--- src/rtl/boot_pkg.sv ---
// Shared definitions for the boot loader.
// Contents:
//   bootState_t   - boot FSM states, IDLE=0 through ERROR=7
//   DEFAULT_*     - default address and data widths
//   CHECKSUM_SEED - starting value of the running XOR checksum
package boot_pkg;

    typedef enum logic [2:0] {
        IDLE    = 3'd0,
        LEN     = 3'd1,
        LOAD    = 3'd2,
        WRITE   = 3'd3,
        CHECK   = 3'd4,
        RELEASE = 3'd5,
        RUN     = 3'd6,
        ERROR   = 3'd7
    } bootState_t;

    localparam int DEFAULT_ADDR_WIDTH = 32;
    localparam int DEFAULT_DATA_WIDTH = 32;

    localparam logic [DEFAULT_DATA_WIDTH-1:0] CHECKSUM_SEED = '0;

endpackage

--- src/rtl/boot_timeout.sv ---
// Saturating idle-cycle counter used to detect a stalled BIOS word source.
// Ports:
//   clock  - system clock, rising edge
//   reset  - asynchronous, active-high
//   clear  - restart the count from zero (has priority over enable)
//   enable - this cycle counts as an idle cycle
//   expire - the current enabled cycle is the LIMIT-th idle cycle in a row
module boot_timeout #(
    parameter int LIMIT = 1000
) (
    input  logic clock,
    input  logic reset,
    input  logic clear,
    input  logic enable,
    output logic expire
);

    localparam int CW = $clog2(LIMIT + 1);
    localparam logic [CW-1:0] LAST = CW'(LIMIT - 1);

    logic [CW-1:0] count;

    // The count holds at LAST so expire stays asserted for as long as the
    // source remains idle.
    always_ff @(posedge clock or posedge reset) begin
        if (reset) begin
            count <= '0;
        end else if (clear) begin
            count <= '0;
        end else if (enable && (count != LAST)) begin
            count <= count + 1'b1;
        end
    end

    // Asserted during the cycle that completes the LIMIT-th idle cycle, so
    // the FSM can leave on that same edge.
    assign expire = enable && (count == LAST);

endmodule

--- src/rtl/boot_loader.sv ---
// Boot loader: receives a length-prefixed program image from the BIOS word
// source over a valid/ready handshake, writes it into instruction memory at
// consecutive addresses, verifies an XOR checksum and then releases the core.
// Ports:
//   clock, reset           - system clock, asynchronous active-high reset
//   data_in, data_valid    - word from the BIOS source and its valid flag
//   data_ready             - loader accepts data_in this cycle
//   mem_address, mem_data  - instruction-memory write address and data
//   mem_we, mem_oe, mem_cs - write enable, output enable, chip select (low)
//   on_bios, core_reset    - high until the core is released
//   word_count             - program words written so far
//   done, error            - load succeeded / sticky load failure
module boot_loader
    import boot_pkg::*;
#(
    parameter int                    ADDR_WIDTH     = DEFAULT_ADDR_WIDTH,
    parameter int                    DATA_WIDTH     = DEFAULT_DATA_WIDTH,
    parameter logic [ADDR_WIDTH-1:0] BASE_ADDRESS   = '0,
    parameter int                    MAX_WORDS      = 1024,
    parameter int                    TIMEOUT_CYCLES = 1000,
    parameter int                    RELEASE_CYCLES = 2
) (
    input  logic                  clock,
    input  logic                  reset,
    input  logic [DATA_WIDTH-1:0] data_in,
    input  logic                  data_valid,
    output logic                  data_ready,
    output logic [ADDR_WIDTH-1:0] mem_address,
    output logic [DATA_WIDTH-1:0] mem_data,
    output logic                  mem_we,
    output logic                  mem_oe,
    output logic                  mem_cs,
    output logic                  on_bios,
    output logic                  core_reset,
    output logic [ADDR_WIDTH-1:0] word_count,
    output logic                  done,
    output logic                  error
);

    localparam int RW = (RELEASE_CYCLES > 1) ? $clog2(RELEASE_CYCLES) : 1;
    localparam logic [RW-1:0]         RELEASE_LAST = RW'(RELEASE_CYCLES - 1);
    localparam logic [DATA_WIDTH-1:0] MAX_LEN      = DATA_WIDTH'(MAX_WORDS);

    bootState_t            state;
    bootState_t            nextState;
    logic [ADDR_WIDTH-1:0] wordCount;
    logic [ADDR_WIDTH-1:0] programLength;
    logic [DATA_WIDTH-1:0] checksum;
    logic [DATA_WIDTH-1:0] memData;
    logic [RW-1:0]         releaseCount;
    logic                  waiting;
    logic                  transfer;
    logic                  lastWord;
    logic                  timeoutActive;
    logic                  timeoutExpire;

    assign waiting  = (state == LEN) || (state == LOAD) || (state == CHECK);
    assign transfer = waiting && data_valid;
    assign lastWord = (wordCount + 1'b1) == programLength;

    // Idle time is measured from the last accepted word, so the single WRITE
    // cycle between two data words counts towards the timeout as well.
    assign timeoutActive = waiting || (state == WRITE);

    boot_timeout #(
        .LIMIT(TIMEOUT_CYCLES)
    ) uTimeout (
        .clock (clock),
        .reset (reset),
        .clear (data_valid || !timeoutActive),
        .enable(timeoutActive && !data_valid),
        .expire(timeoutExpire)
    );

    // State register.
    always_ff @(posedge clock or posedge reset) begin
        if (reset) begin
            state <= IDLE;
        end else begin
            state <= nextState;
        end
    end

    // Next-state and state-decoded outputs. All outputs are decoded from the
    // state so an asynchronous reset drives them to their idle values at once.
    always_comb begin
        nextState  = state;
        data_ready = 1'b0;
        mem_we     = 1'b0;
        mem_oe     = 1'b0;
        on_bios    = 1'b1;
        core_reset = 1'b1;
        done       = 1'b0;
        error      = 1'b0;
        case (state)
            IDLE: begin
                nextState = LEN;
            end
            LEN: begin
                data_ready = 1'b1;
                if (timeoutExpire) begin
                    nextState = ERROR;
                end else if (transfer) begin
                    if ((data_in == '0) || (data_in > MAX_LEN)) begin
                        nextState = ERROR;
                    end else begin
                        nextState = LOAD;
                    end
                end
            end
            LOAD: begin
                data_ready = 1'b1;
                if (timeoutExpire) begin
                    nextState = ERROR;
                end else if (transfer) begin
                    nextState = WRITE;
                end
            end
            WRITE: begin
                mem_we    = 1'b1;
                nextState = lastWord ? CHECK : LOAD;
            end
            CHECK: begin
                data_ready = 1'b1;
                if (timeoutExpire) begin
                    nextState = ERROR;
                end else if (transfer) begin
                    nextState = (data_in == checksum) ? RELEASE : ERROR;
                end
            end
            RELEASE: begin
                if (releaseCount == RELEASE_LAST) begin
                    nextState = RUN;
                end
            end
            RUN: begin
                mem_oe     = 1'b1;
                on_bios    = 1'b0;
                core_reset = 1'b0;
                done       = 1'b1;
            end
            ERROR: begin
                error = 1'b1;
            end
            default: begin
                nextState = ERROR;
            end
        endcase
    end

    // Datapath: program length, write data, running checksum, word and
    // release counters.
    always_ff @(posedge clock or posedge reset) begin
        if (reset) begin
            wordCount     <= '0;
            programLength <= '0;
            checksum      <= DATA_WIDTH'(CHECKSUM_SEED);
            memData       <= '0;
            releaseCount  <= '0;
        end else begin
            if ((state == LEN) && transfer) begin
                programLength <= ADDR_WIDTH'(data_in);
            end
            if ((state == LOAD) && transfer) begin
                memData  <= data_in;
                checksum <= checksum ^ data_in;
            end
            if (state == WRITE) begin
                wordCount <= wordCount + 1'b1;
            end
            if (state == RELEASE) begin
                releaseCount <= releaseCount + 1'b1;
            end else begin
                releaseCount <= '0;
            end
        end
    end

    assign mem_cs      = 1'b0;
    assign mem_address = BASE_ADDRESS + wordCount;
    assign mem_data    = memData;
    assign word_count  = wordCount;

endmodule
--- config.mk ---
export PLATFORM = sky130hd
export DESIGN_NAME = boot_loader
export DESIGN_NICKNAME = d
export VERILOG_FILES = /design/src/rtl/boot_pkg.sv /design/src/rtl/boot_timeout.sv /design/src/rtl/boot_loader.sv
export SDC_FILE = /design/constraint.sdc
export NUM_CORES = 1
export LEC_CHECK = 0
export ABC_CLOCK_PERIOD_IN_PS = 5100
export CAP_MARGIN = 20
export CELL_PAD_IN_SITES_DETAIL_PLACEMENT = 1
export CELL_PAD_IN_SITES_GLOBAL_PLACEMENT = 1
export CORE_ASPECT_RATIO = 1.25
export CORE_MARGIN = 2
export CORE_UTILIZATION = 37
export DETAILED_ROUTE_END_ITERATION = 10
export PLACE_DENSITY = 0.85
export SYNTH_ARGS = -nofsm -noshare
export SYNTH_HDL_FRONTEND = slang
export SYNTH_SLANG_ARGS = --single-unit
--- constraint.sdc ---
create_clock -name clock -period 5.1 [get_ports clock]
set_clock_uncertainty 0.2 [all_clocks]
set_input_delay 1.275 -clock clock [delete_from_list [all_inputs] [get_ports clock]]
set_output_delay 1.275 -clock clock [all_outputs]
set_load 0.02 [all_outputs]
==> results of run 1 <==
==> worst paths after layout <==
kind | startpoint | endpoint | slack, ns | cells past startpoint
worst min-delay path | releaseCount | releaseCount | 0.22 | 1
min in group asynchronous | reset | mem_data[27] | 1.19 | 3
max in group asynchronous | reset | word_count[5] | 2.88 | 3
worst min register to register | releaseCount | releaseCount | 0.22 | 1
worst max-delay path | state[1] | mem_we | 0.83 | 4
worst max register to register | word_count[0] | state[1] | 1.73 | 8
==> power groups by stage <==
stage / combinational (mW) / clock [mW] / sequential, mW
floorplan: 1.19 / 0 / 1.99
global placement: 1.86 / 0 / 1.97
detailed placement: 1.93 / 0 / 1.99
CTS: 1.99 / 1.23 / 1.99
global route: 2.13 / 1.28 / 2.05
finish: 1.97 / 1.22 / 2.00
==> worst max-delay path, stage by stage, from the launching register on <==
cell and delay, ns:
dfrtp_1 0.60, inv_2 0.12, or3_1 0.64, inv_2 0.34, clkdlybuf4s50_1 0.67
==> routing by layer <==
layer	share of wire, %	routed length, um	vias up	GRT usage, %
met3	3.6	781	35	3.12
met1	41	8870	3008	26.6
li1	-	-	2675	-
met2	53	11600	169	38.2
met5	0	0	-	0
met4	2.3	498	0	6.72
==> cell families (layout without fill, tap and decap cells) <==
logic type,count (synthesis),count (layout),synth area share [%]
other cells,1,1,0.0503
xor+xnor,140,140,16.5
buf+inv,79,182,5.96
flops,142,142,47.7
fa+ha+maj,4,4,0.672
simple gates,296,296,19.4
mux,38,38,5.64
compound gates,46,46,4.15
==> cells in the mapped netlist, types with 4 or more instances <==
library cell,n
dfrtp_1,142
nand2_1,132
xnor2_1,93
xor2_1,47
nor2_1,39
buf_4,36
mux2_2,32
nand3_1,28
nand4_1,23
clkbuf_1,22
nor4_1,18
nor3_1,14
a21oi_1,12
buf_2,9
o21ai_0,9
nand2b_1,8
inv_1,6
mux2i_1,6
o211ai_1,5
or3_1,5
and3_1,4
ha_1,4
==> sequential cells by signal (all words and copies together) (netlist names) <==
register        count
checksum           32
mem_data           32
programLength      32
word_count         32
uTimeout.count     10
state               3
releaseCount        1
==> metrics by stage <==
stage | setup slack [ns] | utilization [%] | area, um^2
after floorplan | 1.85 | - | 7450
after global placement | 1.37 | 44.1 | 8810
after CTS | 0.844 | 47.0 | 9370
after global routing | 0.723 | 47.0 | 9370
after detailed placement | 1.34 | 44.1 | 8810
final | 0.831 | 47.0 | 9370
==> final cells by class <==
class,instances,area share [%]
Sequential cell,142,37.9
Multi-Input combinational cell,525,36.8
Timing Repair Buffer,143,15.2
Clock buffer,18,4.68
Tap cell,270,3.60
Clock inverter,13,1.36
Inverter,8,0.360
==> flow_summary.json, run 1 <==
{
  "status": "finished, final reports clean",
  "start_util_pct": 37.3,
  "ys_seq_area_share_pct": 47.7,
  "fin_crit_sh_pct": 83.7,
  "final.min_clock_period_ns": 4.27,
  "critical_path_required_ns": 3.62,
  "switching_power_mw": 2.00,
  "postCtsHoldBufs": 0,
  "multiInputGateArea_um2": 3450,
  "arrival_ns": 2.79,
  "vias": 5887,
  "clockBufferDepth": 2,
  "layout_common_cells": "142 x dfrtp_1, 137 x clkdlybuf4s50_1, 132 x nand2_1, 93 x xnor2_1, 47 x xor2_1",
  "antenna_found_initial": 0,
  "path_class": "reg -> out",
  "layout-drive-gt1-share_pct": 9.66,
  "pwr-share-clk_pct": 23.5,
  "leakage_nw": 3.89,
  "dp_cells": 1088,
  "powerDensity_nw_per_um2": 554,
  "syn_area_um2": 7450,
  "finalHoldViolations": 0,
  "drt_iter0_drc": 296,
  "clk_latency_ns": 0.42,
  "grt_max_degree": 143,
  "grt_pass1_vias": 6382,
  "synth-edff-count": 0,
  "path_max_fanout": 12,
  "final_common_cell": "dfrtp_1",
  "portBuffers": 137,
  "start_kind": "flop",
  "async_flop_share_pct": 100,
  "cts_buffers": 17,
  "syn_inst": 746,
  "routed_wl_um": 21700,
  "worst_slew_pin_slew_ns": 0.789,
  "intPower_mw": 3.19,
  "grt_first_pass_wirelength_um": 35100,
  "yosysTopAreaCell": "dfrtp_1",
  "rows": 58,
  "syn_nets": 785,
  "power_frac_seq_pct": 38.5,
  "synth_cell_types": 59,
  "yosysWarnings": 0,
  "pwr-share-comb_pct": 38.0,
  "worstSetupEndpointType": "output port",
  "fillers": 2200,
  "layoutNonFillerInstCount": 1119,
  "die_h_um": 163,
  "regArea_um2": 3550,
  "cts_tree": "done",
  "max_freq_ghz": 0.234,
  "drv_slew": 0,
  "cts.repair.resized": 0,
  "die-area_um2": 21300,
  "setup_viol": 0,
  "drt_drc_violations_left": 0,
  "rsz0062_at_grt": "no",
  "gp_congestion": 0.858,
  "io_pins": 139,
  "totalNegativeSetupSlack_ns": 0,
  "cts_setup_buffers": 0,
  "grt_overflow": 0,
  "htreeDepth": 4,
  "slew_headroom_pct": 47.4,
  "diodes": 0,
  "yosys.area.top_type_share_pct": 47.7,
  "p_sw_share_pct": 38.6,
  "synth-seq-cells": 142,
  "cap_violations": 0,
  "grt_util_all_layers_pct": 21.4,
  "wl_per_cell_um": 19.4,
  "ant_nets": 0,
  "nets": 876,
  "area_growth_pct": 25.8,
  "root_buffer": "clkbuf_16",
  "synthFlopType": "dfrtp_1",
  "place_hpwl_um": 15200,
  "core_um2": 20000,
  "hp-class": "reg -> reg",
  "fin_hold_ws_ns": 0.222,
  "dr.pass1.iters": 4,
  "vdd_ir_drop_max_mv": 0.287,
  "total_power_mw": 5.19,
  "viasPerCell": 5.26,
  "path_clk_slew_ns": 0.06,
  "die_x_um": 131,
  "clkSinkCount": 142,
  "ys_top_cells_by_area": "dfrtp_1 48%, xnor2_1 11%, nand2_1 6.6%",
  "syn_area_per_cell_um2": 9.99
}
Power figures use the tool's default switching activity.
==> run 2, diff against run 1 <==
Settings changed: ABC_CLOCK_PERIOD_IN_PS 5100 to 3800.
Clock period 5.1 ns to 3.8 ns, I/O delays scaled along.
==> run 2 against run 1 <==
  * Via count rose by 0.82%
  * Flip-flop and latch count did not move
  * Power rose by 37%
  * Highest routed layer unchanged
  * Die area did not move
  * Non-clock buffer count rose by 8
  * Global-route usage rose by 1.1 points
  * Critical path depth did not move
  * Critical endpoint unchanged
  * Worst hold slack improved by 0.0095 ns
  * Register-to-register slack got worse by 1.2 ns
  * Setup slack got worse by 0.54 ns
  * First-iteration DRC count fell by 17%
==> flow_summary.json, run 2 (same netlist as run 1, synthesis figures left out) <==
{
  "status": "finished, final reports clean",
  "max_freq_ghz": 0.285,
  "vdd_ir_drop_max_mv": 0.401,
  "viasPerCell": 5.26,
  "clk_latency_ns": 0.43,
  "start_kind": "flop",
  "antenna_found_initial": 0,
  "path_max_fanout": 12,
  "path_common_cell": "inv_2",
  "die_h_um": 163,
  "fillers": 2163,
  "finalHoldViolations": 0,
  "cts.repair.resized": 0,
  "placed_area_um2": 8880,
  "setup_viol": 0,
  "postCtsHoldBufs": 0,
  "fin_area_um2": 9490,
  "powerDensity_nw_per_um2": 751,
  "rsz0062_at_grt": "no",
  "use_met3_pct": 3.38,
  "use_met1_pct": 27.4,
  "start_util_pct": 37.3,
  "nets": 884,
  "die_x_um": 131,
  "worstPathCellList": "inv_2 > or3_1 > inv_2 > clkdlybuf4s50_1",
  "grt_pass1_vias": 6430,
  "path_class": "reg -> out",
  "final_common_cell": "dfrtp_1",
  "core_um2": 20000,
  "rows": 58,
  "slew_headroom_pct": 47.4,
  "path_clk_slew_ns": 0.07,
  "cts_buffers": 17,
  "ant_nets": 0,
  "wl_per_cell_um": 20.3,
  "grtUsageMet2_pct": 39.0,
  "crit_slowest_cell": "clkdlybuf4s50_1",
  "drt_drc_violations_left": 0,
  "grt_max_degree": 51,
  "htreeDepth": 4,
  "regArea_um2": 3550,
  "worstSetupEndpointType": "output port",
  "area_growth_pct": 27.4,
  "grt_overflow": 0,
  "die-area_um2": 21300,
  "final.min_clock_period_ns": 3.51,
  "grt_first_pass_wirelength_um": 36300,
  "io_pins": 139,
  "critical_path_required_ns": 2.65,
  "portBuffers": 137,
  "cap_violations": 0,
  "layout_common_cells": "142 x dfrtp_1, 137 x clkdlybuf4s50_1, 132 x nand2_1, 93 x xnor2_1, 47 x xor2_1",
  "layout-drive-gt1-share_pct": 10.6,
  "diodes": 0,
  "routed_wl_um": 22900,
  "arrival_ns": 2.36,
  "fin_crit_sh_pct": 92.4,
  "leakage_nw": 3.96,
  "totalNegativeSetupSlack_ns": 0,
  "vias": 5935,
  "root_buffer": "clkbuf_16",
  "worst_slew_pin_slew_ns": 0.787,
  "drv_slew": 0,
  "multiInputGateArea_um2": 3450,
  "place_hpwl_um": 16100,
  "clockBufferDepth": 2,
  "grt_util_all_layers_pct": 22.6,
  "drt_iter0_drc": 247,
  "clkSinkCount": 142,
  "dr.pass1.iters": 5,
  "gp_congestion": 0.816,
  "busiest_layer": "met2",
  "hp-class": "reg -> reg",
  "cpPeakStageDelay_ns": 0.63,
  "cts_setup_buffers": 0,
  "cts_tree": "done"
}
-- run 2: worst paths after layout --
path / slack [ns] / cells past startpoint / start / end
max in group asynchronous: 1.88 / 3 / reset / word_count[10]
min reg2reg: 0.23 / 1 / releaseCount / releaseCount
min in group asynchronous: 0.79 / 2 / reset / mem_data[27]
min: 0.23 / 1 / releaseCount / releaseCount
max reg2reg: 0.49 / 8 / word_count[0] / state[1]
max: 0.29 / 4 / state[1] / mem_we
-- run 2: layout make-up --
cell class / count / area share, %
clock inverter: 15 / 1.95
clock buffer: 17 / 4.48
sequential: 142 / 37.4
timing repair buffer: 151 / 15.8
multi-input combinational: 525 / 36.4
tap: 270 / 3.56
inverter: 8 / 0.356
-- run 2: metrics by stage --
stage / setup slack, ns / hold WS [ns] / util (%) / std cells / total power [mW]
2_1_floorplan: 0.873 / 0.195 / - / 746 / 4.27
3_3_place_gp: 0.566 / 0.205 / 44.5 / 1096 / 5.19
3_5_place_dp: 0.456 / 0.218 / 44.5 / 1096 / 5.32
4_1_cts: 0.307 / 0.227 / 47.6 / 1128 / 7.17
5_1_grt: 0.221 / 0.258 / 47.6 / 1128 / 7.49
6_report: 0.288 / 0.231 / 47.6 / 1128 / 7.13
-- run 2: worst max-delay path: cells and delay by family, from the launching register on --
kind	cells	cell delay, ns
flops	1	0.62
simple gates	1	0.42
buf+inv	3	0.89
-- run 2: report_power, final --
part | switching (mW) | internal [mW] | total [mW]
Combinational | 1.43 | 1.30 | 2.73
Clock | 0.799 | 0.896 | 1.69
Sequential | 0.629 | 2.07 | 2.70
-- run 2: layer usage --
layer / share of wire [%] / up-vias
li1: - / 2697
met4: 4.0 / 0
met1: 40 / 2984
met5: 0 / -
met2: 52 / 196
met3: 4.0 / 58
==> RTL change 1: new RTL, config.mk and constraints of run 2 <==
The 8 states of `bootState_t` get a one-hot encoding in 8 bits.
--- a/src/rtl/boot_pkg.sv
+++ b/src/rtl/boot_pkg.sv
@@ -6,13 +6,13 @@
 package boot_pkg;
 
-    typedef enum logic [2:0] {
-        IDLE    = 3'd0,
-        LEN     = 3'd1,
-        LOAD    = 3'd2,
-        WRITE   = 3'd3,
-        CHECK   = 3'd4,
-        RELEASE = 3'd5,
-        RUN     = 3'd6,
-        ERROR   = 3'd7
+    typedef enum logic [7:0] {
+        IDLE    = 8'b00000001,
+        LEN     = 8'b00000010,
+        LOAD    = 8'b00000100,
+        WRITE   = 8'b00001000,
+        CHECK   = 8'b00010000,
+        RELEASE = 8'b00100000,
+        RUN     = 8'b01000000,
+        ERROR   = 8'b10000000
     } bootState_t;
 
Check against the original RTL: no difference found for any inputs over 4 cycles, from zero or initial values and one cycle with reset high; so few cycles prove little.
==> RTL change 1 against run 2 <==
Synthesized area increased by 9.5%; setup slack got worse by 0.15 ns; final area up 8.5%; sequential cell count increased by 5; routed wire length up 2.0%; sequential share of layout area shrank 1.7 points; critical endpoint is now mem_oe; largest cell class is now multi-input gates.
Power is not compared: it rests on default switching activity, and its combinational part moved more than twofold at a synthesized area within 25%.
==> RTL change 1: results (changes against run 2) <==
Placement
  – Placer Congestion: 0.8386 (+2.8%)
  – Setup WS pre-CTS: 0.2623 ns (-0.1939 ns)
  – HPWL Detailed: 17.33 mm (+7.6%)
  – Port bufs: 137 (unchanged)
  – Placed Area: 9683 um2 (+9.0%)
  – Post-Place Cells: 1133 (+3.4%)

Worst setup path
  – Crit path max fanout: 6 (-6)
  – Flop2flop setup slack: 0.37 ns (-0.12 ns)
  – Crit path max-delay family: simple AND/OR/NAND/NOR gates
  – Slowest cell delay on critical path: 0.61 ns (-0.02 ns)
  – Worst setup endpoint: mem_oe
  – RR Startpoint: word_count[0]$_DFFE_PP0P_
  – WP data arrival: 2.51 ns (+0.15 ns)
  – Reg2Reg Depth: 8 (unchanged)
  – Slowest CP cell: clkdlybuf4s50_1
  – CP startpoint: state[5]$_DFFE_PP0P_
  – Critical path class: reg -> out
  – R2R Path End: state[2]$_DFFE_PP0P_

STA
  – Fin. Hold Viols: 0 (unchanged)
  – Worst-Margin Slew: 0.5653 ns (-0.2220 ns)
  – Period utilization: 96.24% (+3.8 points)

Clock network
  – Htree depth: 4 (unchanged)
  – Clock Latency Late Sink: 0.43 ns (about the same)
  – Total CTS buffers: 17 (unchanged)
  – Root buf cell: clkbuf_16
  – Clock buffer depth: 2 (unchanged)
  – CTS clk-pin slew, worst paths: 0.06 ns

Logic synthesis
  – Synth top area cells: dfrtp_1 45%, xnor2_1 8.7%, xnor2_2 5.8%, nand2_1 4.8%, mux2_2 4.4%
  – Commonest cells post-synth: 146 x dfrtp_1, 104 x nand2_1, 81 x xnor2_1
  – Mapped cell area: 8160 um2 (+9.5%)
  – Post-synth ARST share: 100.0% (unchanged)
  – Netlist cell types: 64 (+8.5%)
  – Synth warn: 0 (unchanged)
  – Seq/Total Area, Yosys: 45.09% (-2.6 points)
  – Top_reg_cell synth: dfrtp_1
  – Cell count after synthesis: 760 (+1.9%)

Detailed routing
  – Routed wire per std cell: 19.99 um (-1.3%)
  – Total iterations of the first detailed-routing run: 5 (unchanged)
  – Initial DRC count: 253 (+2.4%)
  – DR vias: 6144 (+3.5%)

Cells and area
  – Non-Filler Instances: 1166 (+3.4%)
  – Share of layout cells above drive strength 1: 17.97% (+7.4 points)
  – Nets: 911 (+3.1%)

Pwr
  – P_leak: 4.947 nW
  – Switch share: 21.37%
  – VDD IR max: 0.3355 mV

Hold path
  – Worst hold start: releaseCount$_DFF_PP0_
  – Hold WC Path Type: reg -> reg

GRT
  – Largest net degree at the start of global routing: 75 (+47%)
  – Total track usage: 20.79% (-1.8 points)
  – First-pass GRT wire length: 36.87 mm (+1.5%)
  – Initial antenna violation count: 2 (+2)
  – Number of global-route vias before repair: 6555 (+1.9%)

Outcome
  – Status: completed
[RTL change 1: changes by cell type after synthesis, moves of 7 or more]
cell and change:
xnor2_1 -12, xor2_1 -10, xnor2_2 +29, nand4_1 +9, nand2_1 -28, nand2_4 +29, nand2b_1 -7, nor2_1 -9
[RTL change 1: worst min-delay path by stage]
stage	end	slack, ns	cells after the start
6_report	releaseCount$_DFF_PP0_	0.29	1
2_1_floorplan	releaseCount$_DFF_PP0_	0.22	1
3_3_place_gp	mem_data[27]$_DFFE_PP0P_	0.26	2
3_5_place_dp	releaseCount$_DFF_PP0_	0.27	1
5_1_grt	releaseCount$_DFF_PP0_	0.31	1
4_1_cts	releaseCount$_DFF_PP0_	0.28	1
[RTL change 1: logic make-up after synthesis]
family	synth area share, %
xor gates and xnor gates	18.45
adders and majority gates	0.4600
other	0.04595
buffers and inverters	6.087
and+or+nand+nor	21.08
AOI/OAI and AO/OA	4.248
muxes	4.539
DFF	45.09
[RTL change 1: worst register-to-register path: stages, from the launching register on]
cell and delay (ns):
dfrtp_1 0.61, nand4_1 0.32, or4_1 0.59, a2111oi_1 0.56
o211ai_1 0.16, a2111oi_0 0.31, nand4_1 0.24, a21oi_1 0.23
o22ai_1 0.09
[RTL change 1: area by class of cell]
type | count | area [um2]
Antenna cell | 2 | 5.005
Clock buffer | 23 | 488.0
Clock inverter | 8 | 123.9
Fill cell | 2359 | 11320
Inverter | 12 | 51.30
Multi-Input combinational cell | 533 | 3995
Sequential cell | 147 | 3680
Tap cell | 279 | 349.1
Timing Repair Buffer | 162 | 1607
[RTL change 1: power groups by stage]
stage,registers [mW],clock network (mW),logic [mW]
2_1_floorplan,1.60,0,0.0492
3_3_place_gp,1.60,0,0.144
3_5_place_dp,1.60,0,0.146
4_1_cts,1.57,1.78,0.148
5_1_grt,1.57,1.85,0.156
6_report,1.57,1.75,0.146
[RTL change 1: routing by layer]
layer	vias to the layer above	track usage, %	wire length (um)
li1	2792	-	-
met1	3143	25.08	9408
met2	163	36.28	12320
met3	46	3.455	835
met4	0	9.009	751
met5	-	0	0
[RTL change 1: timing repair]
action,CTS,global route
pin swaps,0,0
hold endpoints to repair,0,0
setup endpoints to repair,2,1
setup buffers,0,0
resized for setup,2,1
==> RTL change 2: new RTL, flow settings as in run 2 <==
Made on the original files. The package constant `DEFAULT_ADDR_WIDTH` goes from 32 to 64.
--- a/src/rtl/boot_pkg.sv
+++ b/src/rtl/boot_pkg.sv
@@ -17,5 +17,5 @@
     } bootState_t;
 
-    localparam int DEFAULT_ADDR_WIDTH = 32;
+    localparam int DEFAULT_ADDR_WIDTH = 64;
     localparam int DEFAULT_DATA_WIDTH = 32;
 
Ports: changed (resized mem_address and word_count); port bits go from 139 to 203. The function was not compared with the original's and may differ.
==> RTL change 2 against run 2 <==
Routed wire length grew 45%; largest power group is now registers; total power grew 6.3%; synthesized area up 33%; sequential cell count grew 32; critical path type is now reg -> reg; fmax is 4.4% lower; setup slack got worse by 0.16 ns; final area up 33%; clock power up 8%.
==> RTL change 2: results (changes against run 2) <==
Placement
  – HPWL Detailed: 24.79 mm (+54%)
  – Post-Place Cells: 1513 (+38%)
  – Placer Congestion: 0.8973 (+10%)
  – Setup WS pre-CTS: 0.05342 ns (-0.4028 ns)

Logic synthesis
  – Netlist cell types: 57 (-3.4%)
  – Commonest cells post-synth: 174 x dfrtp_1, 158 x nand2_1, 145 x xnor2_1
  – Synth top area cells: dfrtp_1 44%, xnor2_1 13%, nand2_1 6.0%, buf_4 5.1%, xor2_1 4.4%
  – Compound-Gate Fraction of Synth Area: 3.921% (-0.23 points)
  – Seq/Total Area, Yosys: 44.02% (-3.7 points)
  – Avg Inst Size Synth: 9.502 um2 (-4.9%)
  – Post-synth net total: 1080 (+38%)
  – Synth Area in XOR/XNOR: 17.27% (+0.81 points)

Detailed routing
  – Initial DRC count: 342 (+38%)
  – Vias per cell: 5.491 (+4.4%)
  – Routed wire per std cell: 21.44 um (+5.8%)
  – Metal-1 WL: 12.55 mm (+38%)
  – Met2 WL: 17.42 mm (+46%)
  – Met3 WL: 1.717 mm (+87%)
  – Drt total wl: 33.15 mm (+45%)

GRT
  – First-pass GRT wire length: 52.40 mm (+44%)
  – Met2 GRT Util: 43.17% (+4.2 points)
  – Largest net degree at the start of global routing: 46 (-9.8%)
  – Number of global-route vias before repair: 9233 (+44%)
  – Total track usage: 24.11% (+1.6 points)

Cells and area
  – Nets: 1232 (+39%)
  – Share of layout cells above drive strength 1: 10.61% (about the same)

STA
  – Worst-Margin Slew: 0.7773 ns (-0.009994 ns)

Pwr
  – P_leak: 5.105 nW (+29%)
  – VDD IR max: 0.3976 mV (-0.91%)

Clock network
  – Clock Latency Late Sink: 0.45 ns (+0.02 ns)

Outcome
  – Status: completed

Worst setup path
  – Reg2Reg Depth: 10 (+2)
  – Crit path max fanout: 8 (-4)
  – WP data arrival: 3.85 ns (+1.49 ns)
RTL change 2: cell type report:
cell class	instances	area [um2]
fill	2964	13530
tap	340	425.4
inverter	10	41.29
timing repair buffer	251	2412
sequential	174	4354
clock inverter	14	168.9
clock buffer	18	439.2
multi-input combinational	739	4805
RTL change 2: worst max-delay path: stages (launching register included):
cell	delay [ns]
dfrtp_1	0.50
ha_2	0.31
and4_1	0.36
nand4_1	0.21
or4_4	0.52
o31ai_2	0.29
o211ai_1	0.16
nor4_2	0.34
nand4_1	0.19
or3_1	0.39
a21oi_1	0.15
RTL change 2: worst paths after layout:
| path | startpoint | end | slack (ns) |
|---|---|---|---|
| setup / recovery | word_count[0]$_DFFE_PP0P_ | state[2]$_DFFE_PP0P_ | 0.13 |
| hold / removal | releaseCount$_DFF_PP0_ | releaseCount$_DFF_PP0_ | 0.24 |
| max in group asynchronous | reset | checksum[14]$_DFFE_PP0P_ | 1.92 |
| min in group asynchronous | reset | word_count[49]$_DFFE_PP0P_ | 0.69 |
| setup reg to reg | word_count[0]$_DFFE_PP0P_ | state[2]$_DFFE_PP0P_ | 0.13 |
| hold reg to reg | releaseCount$_DFF_PP0_ | releaseCount$_DFF_PP0_ | 0.24 |
RTL change 2: report_power, final:
part / switching [mW] / internal [mW]
logic: 1.45 / 1.32
clock network: 0.865 / 0.958
registers: 0.576 / 2.41
total: 2.89 / 4.69
RTL change 2: repair_timing:
action / 4_1_cts / 5_1_grt
resized for setup: 0 / 2
setup endpoints to repair: 0 / 3
buffers inserted: 0 / 1
RTL change 2: metrics by stage:
stage | utilization, % | area (um2)
after CTS | 48.25 | 12630
final | 48.31 | 12650
after global placement | 45.92 | 12020
after global routing | 48.31 | 12650
after detailed placement | 45.92 | 12020
after floorplan | - | 9896
